[src/rtl/booth_radix4_acc.sv]
// Radix-4 Booth partial-product accumulator: sums N_PP encoded digits into a signed product.
// Latency: res_valid_o rises the cycle after the last beat is accepted; minimum N_PP+1 cycles per product.
// Backpressure: pp_ready_o drops while a product waits in DONE; no new beat until res_ready_i releases it.
module booth_radix4_acc #(
    parameter int DATA_W = 8,
    parameter int N_PP   = 4,
    parameter int RES_W  = 16,
    localparam int IDX_W = (N_PP > 1) ? $clog2(N_PP) : 1
) (
    input  logic              clk,
    input  logic              rst,
    input  logic              pp_valid_i,
    output logic              pp_ready_o,
    input  logic [DATA_W:0]   pp_res_i,
    input  logic              pp_sign_i,
    input  logic              pp_ext_i,
    output logic              res_valid_o,
    input  logic              res_ready_i,
    output logic [RES_W-1:0]  res_o,
    output logic [IDX_W-1:0]  idx_o,
    output logic              err_o
);

    typedef enum logic [1:0] {
        IDLE = 2'd0,
        ACC  = 2'd1,
        DONE = 2'd2
    } state_t;

    localparam logic [IDX_W-1:0] LAST_IDX = IDX_W'(N_PP - 1);

    state_t             state_q;
    state_t             state_d;
    logic [RES_W-1:0]   acc_q;
    logic [IDX_W-1:0]   idx_q;
    logic [RES_W-1:0]   res_q;
    logic               res_vld_q;
    logic               err_q;

    logic               pp_beat;
    logic               last_beat;
    logic               ext_mismatch;
    logic [RES_W-1:0]   term_base;
    logic [RES_W-1:0]   term_shift;
    logic [RES_W-1:0]   acc_base;
    logic [RES_W-1:0]   acc_sum;

    // Next-state and handshake decode; pp_ready_o depends on state alone.
    always_comb begin
        state_d    = state_q;
        pp_ready_o = (state_q != DONE);
        pp_beat    = pp_valid_i & pp_ready_o;
        last_beat  = pp_beat && (idx_q == LAST_IDX);

        case (state_q)
            IDLE: begin
                if (pp_beat) begin
                    state_d = last_beat ? DONE : ACC;
                end
            end
            ACC: begin
                if (last_beat) begin
                    state_d = DONE;
                end
            end
            DONE: begin
                if (res_ready_i) begin
                    state_d = IDLE;
                end
            end
            default: state_d = IDLE;
        endcase
    end

    // The extension bit replaces the MSB of the encoded word, so a mismatch
    // is flagged but the arithmetic still follows pp_ext_i.
    always_comb begin
        term_base    = {{(RES_W - DATA_W){pp_ext_i}}, pp_res_i[DATA_W-1:0]}
                     + RES_W'(pp_sign_i);
        term_shift   = term_base << {idx_q, 1'b0};
        acc_base     = (state_q == IDLE) ? '0 : acc_q;
        acc_sum      = acc_base + term_shift;
        ext_mismatch = (pp_ext_i != pp_res_i[DATA_W]);
    end

    always_ff @(posedge clk) begin
        if (rst) begin
            state_q   <= IDLE;
            acc_q     <= '0;
            idx_q     <= '0;
            res_q     <= '0;
            res_vld_q <= 1'b0;
            err_q     <= 1'b0;
        end else begin
            state_q <= state_d;

            if (pp_beat) begin
                acc_q <= acc_sum;
                idx_q <= last_beat ? '0 : idx_q + IDX_W'(1);
                if (ext_mismatch) begin
                    err_q <= 1'b1;
                end
            end

            if (last_beat) begin
                res_q     <= acc_sum;
                res_vld_q <= 1'b1;
            end else if ((state_q == DONE) && res_ready_i) begin
                res_vld_q <= 1'b0;
            end
        end
    end

    assign res_o       = res_q;
    assign res_valid_o = res_vld_q;
    assign idx_o       = idx_q;
    assign err_o       = err_q;

endmodule

[config.mk]
export PLATFORM = sky130hd
export DESIGN_NAME = booth_radix4_acc
export DESIGN_NICKNAME = d
export VERILOG_FILES = /design/src/rtl/booth_radix4_acc.sv
export SDC_FILE = /design/constraint.sdc
export NUM_CORES = 1
export LEC_CHECK = 0
export BUFFER_PORTS_ARGS = -buffer_cell sky130_fd_sc_hd__buf_2
export CAP_MARGIN = 20
export CELL_PAD_IN_SITES_DETAIL_PLACEMENT = 1
export CELL_PAD_IN_SITES_GLOBAL_PLACEMENT = 1
export CORE_MARGIN = 1
export CORE_UTILIZATION = 44
export CTS_BUF_LIST = sky130_fd_sc_hd__clkbuf_2
export DETAILED_ROUTE_END_ITERATION = 16
export PLACE_DENSITY = 0.88
export SYNTH_ARGS = -nofsm -noshare
export SYNTH_HDL_FRONTEND = slang
export SYNTH_SLANG_ARGS = --single-unit
export TNS_END_PERCENT = 100
[constraint.sdc]
create_clock -name clk -period 3.6 [get_ports clk]
set_clock_uncertainty 0.15 [all_clocks]
set_input_delay 0 -clock clk [delete_from_list [all_inputs] [get_ports clk]]
set_output_delay 0 -clock clk [all_outputs]
set_load 0.005 [all_outputs]
# [Word-level counts from Yosys, hierarchy flattened]
# Cells that the tools add are included.
[totals] out_inout_bits=21 regBits=38
[op_classes] reduce_logical=6 bitwise_logic=1 shifts=1 n_mux=9 n_eq_ne=8 addsub=3
[ops] operator="16-bit adder" n=1
[ops] operator="16-bit two-way mux" n=1
[ops] operator="16-bit by 3-bit << shifter with 16-bit output" n=1
[ops] operator="9-bit by 2-bit adder with 10-bit output" n=1
[ops] operator="2-bit two-way mux" n=5
[ops] operator="2-bit != test (second input constant)" n=4
[ops] operator="2-bit case mux with 3 select lines" n=1
[ops] operator="2-bit == test (second input constant)" n=2
[ops] operator="3-bit AND reduction" n=1
[ops] operator="2-bit by 1-bit adder with 2-bit output (second input constant)" n=1
[ops] operator="2-bit by 1-bit == test with 1-bit output (second input constant)" n=1
[ops] operator="1-bit logical AND" n=2
[ops] operator="2-bit zero test" n=1
[ops] operator="1-bit two-way mux" n=2
[ops] operator="2-bit AND reduction" n=1
[ops] operator="2-bit nonzero test" n=1
[ops] operator="1-bit AND" n=1
[ops] operator="1-bit != test" n=1

# [Logic depth before layout (Yosys ltp)]
[logic_depth] ltp_word=6 depth_mapped=15 ltp_nobuf=15

# [Least setup slack after synthesis]
# OpenSTA, ideal clock, no wires.
[synth_timing] path_type="input-to-reg" start="input pp_res_i[0]" end="register res_q[14] (netlist: res_o[14])" path_slack_ns=0.712 cell_stages=14 setup_time_ns=0.062 t_required_ns=3.388 n_path_buf=0 arrival_time_ns=2.676 path_cell_list="ha_1 -> ha_1 -> and3_1 -> nand3_1 -> xor2_1 -> a21oi_1 -> mux2_2 -> ha_1 -> nand2_2 -> nor2b_4 -> o211ai_4 -> a31o_2 -> a2111o_1 -> nand3_1"
[synth_via] elab_chain_cells=3
[synth_lines] item="from (decl)" line_no="14" text="input logic [DATA_W:0] pp_res_i,"
[synth_lines] item="9-bit by 2-bit adder with 10-bit output" line_no="79" text="+ RES_W'(pp_sign_i);"
[synth_lines] item="16-bit by 3-bit << shifter with 16-bit output" line_no="80" text="term_shift = term_base << {idx_q, 1'b0};"
[synth_lines] item="16-bit adder" line_no="82" text="acc_sum = acc_base + term_shift;"
[synth_lines] item="to (signal assigned)" line_no="106" text="res_q <= acc_sum;"
[synth_lines] item="to (decl)" line_no="36" text="logic [RES_W-1:0] res_q;"
# Every way passes these cells.
# A chain may end at the register's enable or synchronous reset.

# [Worst setup path after layout]
[layout_timing] start="register idx_q[0] (netlist: idx_o[0])" end="register acc_q[15]"
[layout_via] elab_chain_cells=2
[layout_lines] item="from (decl)" line_no="35" text="logic [IDX_W-1:0] idx_q;"
[layout_lines] item="from (signal assigned)" line_no="99" text="idx_q <= last_beat ? '0 : idx_q + IDX_W'(1);"
[layout_lines] item="16-bit by 3-bit << shifter with 16-bit output" line_no="80"
[layout_lines] item="16-bit adder" line_no="82"
[layout_lines] item="to (signal assigned)" line_no="98" text="acc_q <= acc_sum;"
[layout_lines] item="to (decl)" line_no="34" text="logic [RES_W-1:0] acc_q;"
# Every way passes these cells.

==> results.md <==
* Pin slew with the least headroom to its limit at between 900 and 1000 ps
* Synthesized net count at 399
* TritonCTS clock tree: built
* Share of the synthesized area in the top cell type at approximately 27%
* Global routing usage summed across all routing layers at 26.1%
* Post-synth ARST share at 0%
* Mean instance size in the synthesized netlist at slightly below 8 um^2
* Maximum clock rate at approximately 300 MHz
* Number of synthesized register bits at 38
* RSZ-0062 raised after global routing: false
* DRC violation count after routing at 0
* Post-CTS Setup Inserts at 0
* Height of the die at 82.1 um
* Num ports at 36
* Area fraction in compound gates after synthesis at 24.8%
* Floorplan die width at 82.1 um
* Final global-route overflow total at 0
* Global-route met2 utilization at about 45%
* Worst path max stage delay at roughly 700 ps
* Post-Synth Adder-Cell Area at 8.68%
* Fraction of final layout cells sized beyond drive strength 1 at between 15 and 20%
* Sort of element at the start of the critical path: flop
* Slowest stage cell, crit path: sky130_fd_sc_hd__o311ai_0
* Share of synthesized area occupied by flip-flops and latches at 26.9%
* Detailed Route Iter0 Violations at 120
* GR peak layer: met2
* Post-Synthesis Cell Area at 2830 um^2
* Post-DRT Antenna Nets at 0
* Power Total at 1150 uW
* Antenna violations before repair at 0
* Simple-gate area share of the yosys netlist at 29.1%
* Row Count at 28
* Top library cells by usage in the layout, fill and taps aside: sky130_fd_sc_hd__nand2_1, sky130_fd_sc_hd__dfxtp_1, sky130_fd_sc_hd__a21oi_1
* Category of the worst setup path capture point: flop
* Number of vias after detailed routing at 2845
* Floorplan Core Area at 6060 um^2
* Cells on Worst Hold Path at 2
* YS warnings at 0
* Most common cell after layout, fill and taps aside: sky130_fd_sc_hd__nand2_1
* Number of enable-type register cells in the synthesized netlist at 0
* HP Start: rst
* Gpl congestion at around 0.85
* CP Cell Sequence: buf_4, o311ai_0, o21ai_0, ha_1, and2_1, nor2b_4, nand4_1, a31oi_1, or2_0, nand3_1
* Worst-Skew Late Latency at 440 ps
* Global routing met3 resource utilization at 2.97%
* Main combinational cell family by area after synthesis: simple AND/OR/NAND/NOR gates
* First-pass GRT wire length at 13500 um
* Total clock buffers created by CTS at 5
* Power per unit of standard cell area at 363 nW/um^2
* Setup TNS after final layout at 0 ps
* Die area at between 6000 and 7000 um^2
* Clock-pin slew on the worst setup and hold paths at ~220 ps
* Vias in the first global route at 2862
* Type of the worst setup path: flop to flop
* Net count reported at finish at between 400 and 500
* Number of failing setup endpoints in the final timing report at 0
* Worst vdd ir at 223 uV
* Hold Path Class: input port to flop
* Area contributors post-synth: sky130_fd_sc_hd__dfxtp_1, sky130_fd_sc_hd__ha_1, sky130_fd_sc_hd__nand2_1, sky130_fd_sc_hd__a21oi_1, sky130_fd_sc_hd__nand3_1
* Primary FF master, synth: sky130_fd_sc_hd__dfxtp_1
* Critical path required time at 3780 ps
* H-tree levels at 2
* Wirelength per Cell at ~18 um
* Result of the run: finished clean
* Share of synthesized area spent on multiplexers at 1.86%
* Top cell type by total area after synthesis: sky130_fd_sc_hd__dfxtp_1
* Synthesized netlist cell count at 365
* Origin of the critical flop-to-flop path: idx_o[0]$_SDFFE_PP0P_
* Largest net degree at the start of global routing at 54
* Minimum setup slack among reg-to-reg paths at 290 ps
* Worst hold endpoint: state_q[1]$_SDFFE_PP0P_
* Pre-antenna DRT Iters at 4
* Longest Clk Path Bufs at 2
* Reg2reg path depth at 10
* Number of max-cap violations at 0
* Vias per std cell at between 6 and 7
* Final worst path period share at 92.0%
* Synth-to-Final Area Change at 12.5%
* Static Leak at between 0.001 and 0.0015 uW
* Overall routed net length at approximately 8300 um
* Netlist cell types at 55
* Antenna diode instance count at 0
* Hold violation count in the final report at 0
* Initial Utilization at 46.6%
* Clock sinks at 38
* Data arrival time of the worst path at 3500 ps
* Final Critical Period at 3310 ps
* Root buffer cell: sky130_fd_sc_hd__clkbuf_2
* Final worst hold slack at 59.1 ps
* Critical register-to-register path endpoint: acc_q[15]$_SDFFE_PP0P_
* Highest net fanout along the worst path at 9
* Count of pins over their slew limit at 0
* Slew HR at 37.9%
* Input/output buffers at 35
* Post-DP HPWL at 6250 um
* Synth Area in XOR/XNOR at around 4.0%
* Met1 track demand over resource at 33.2%
[power breakdown]
part	total (uW)	internal (uW)	switching, uW
logic	339	132	207
registers	464	446	17.3
clock network	351	185	166
[layout make-up]
type	count	area, um^2
well taps	75	93.8
clock buffers	5	25.0
clock inverters	3	63.8
inverters	10	37.5
fillers	782	2880
flip-flops and latches	38	761
multi-input cells	298	1930
repair buffers	45	263
[worst max-delay path, delay by kind of cell (launching register included)]
kind | cells | cell delay (ps)
flip-flops | 1 | 430
buffers and inverters | 1 | 200
AND/OR/NAND/NOR | 5 | 770
AO/OA/AOI/OAI | 3 | 1300
adder cells (fa/ha/maj) | 1 | 390
[metal layers]
metal / vias to the layer above / share of wire, %
met5: - / 0
met1: 1364 / 46
met2: 82 / 48
li1: 1376 / -
met4: 0 / 2.5
met3: 23 / 3.3
[state kept, by name (all words and copies together), names as in the netlist]
name / flops
acc_q: 16
res_o: 16
idx_o: 2
state_q: 2
err_o: 1
res_valid_o: 1
[timing repair]
| action | in CTS | in global routing |
|---|---|---|
| hold buffers | 5 | 0 |
| endpoints found under the setup margin | 0 | 0 |
| gates resized for setup | 0 | 0 |
| endpoints found under the hold margin | 4 | 0 |
[logic make-up (layout without fill, tap and decap cells)]
logic type	count (synthesis)	after routing
DFF	38	38
AOI/OAI and AO/OA	101	101
and+or+nand+nor	160	160
xor gates and xnor gates	13	13
buffers and inverters	29	63
adders and majority gates	19	19
muxes	5	5
[synth_stat cells, drive strengths merged, types with 5 or more instances]
library cell / count
nor3: 7
ha: 18
xnor2: 6
dfxtp: 38
nand3: 20
nor2: 26
buf: 5
nand4: 7
inv: 10
o21ai: 17
nor2b: 18
xor2: 7
nand2: 50
nor3b: 8
clkbuf: 14
a21o: 7
nand3b: 10
a211oi: 6
a21oi: 39
[worst max-delay path by stage]
| stage | cells past startpoint | endpoint | startpoint | slack (ps) |
|---|---|---|---|---|
| finish | 10 | acc_q[15]$_SDFFE_PP0P_ | idx_o[0]$_SDFFE_PP0P_ | 290 |
| global route | 10 | acc_q[15]$_SDFFE_PP0P_ | idx_o[0]$_SDFFE_PP0P_ | 120 |
| CTS | 10 | acc_q[15]$_SDFFE_PP0P_ | idx_o[0]$_SDFFE_PP0P_ | 320 |
| detailed placement | 14 | res_o[13]$_SDFFE_PP0P_ | pp_res_i[0] | 300 |
| global placement | 15 | acc_q[15]$_SDFFE_PP0P_ | pp_res_i[0] | 490 |
| floorplan | 14 | res_o[14]$_SDFFE_PP0P_ | pp_res_i[0] | 710 |
[through the flow]
stage	std cells	cell area [um^2]	utilization, %	setup slack (ps)
6_report	474	3180	52.4	287
5_1_grt	474	3180	52.4	119
4_1_cts	474	3180	52.4	322
3_5_place_dp	461	3040	50.1	295
3_3_place_gp	461	3040	50.1	489
2_1_floorplan	365	2830	-	712
Power figures use the tool's default switching activity.
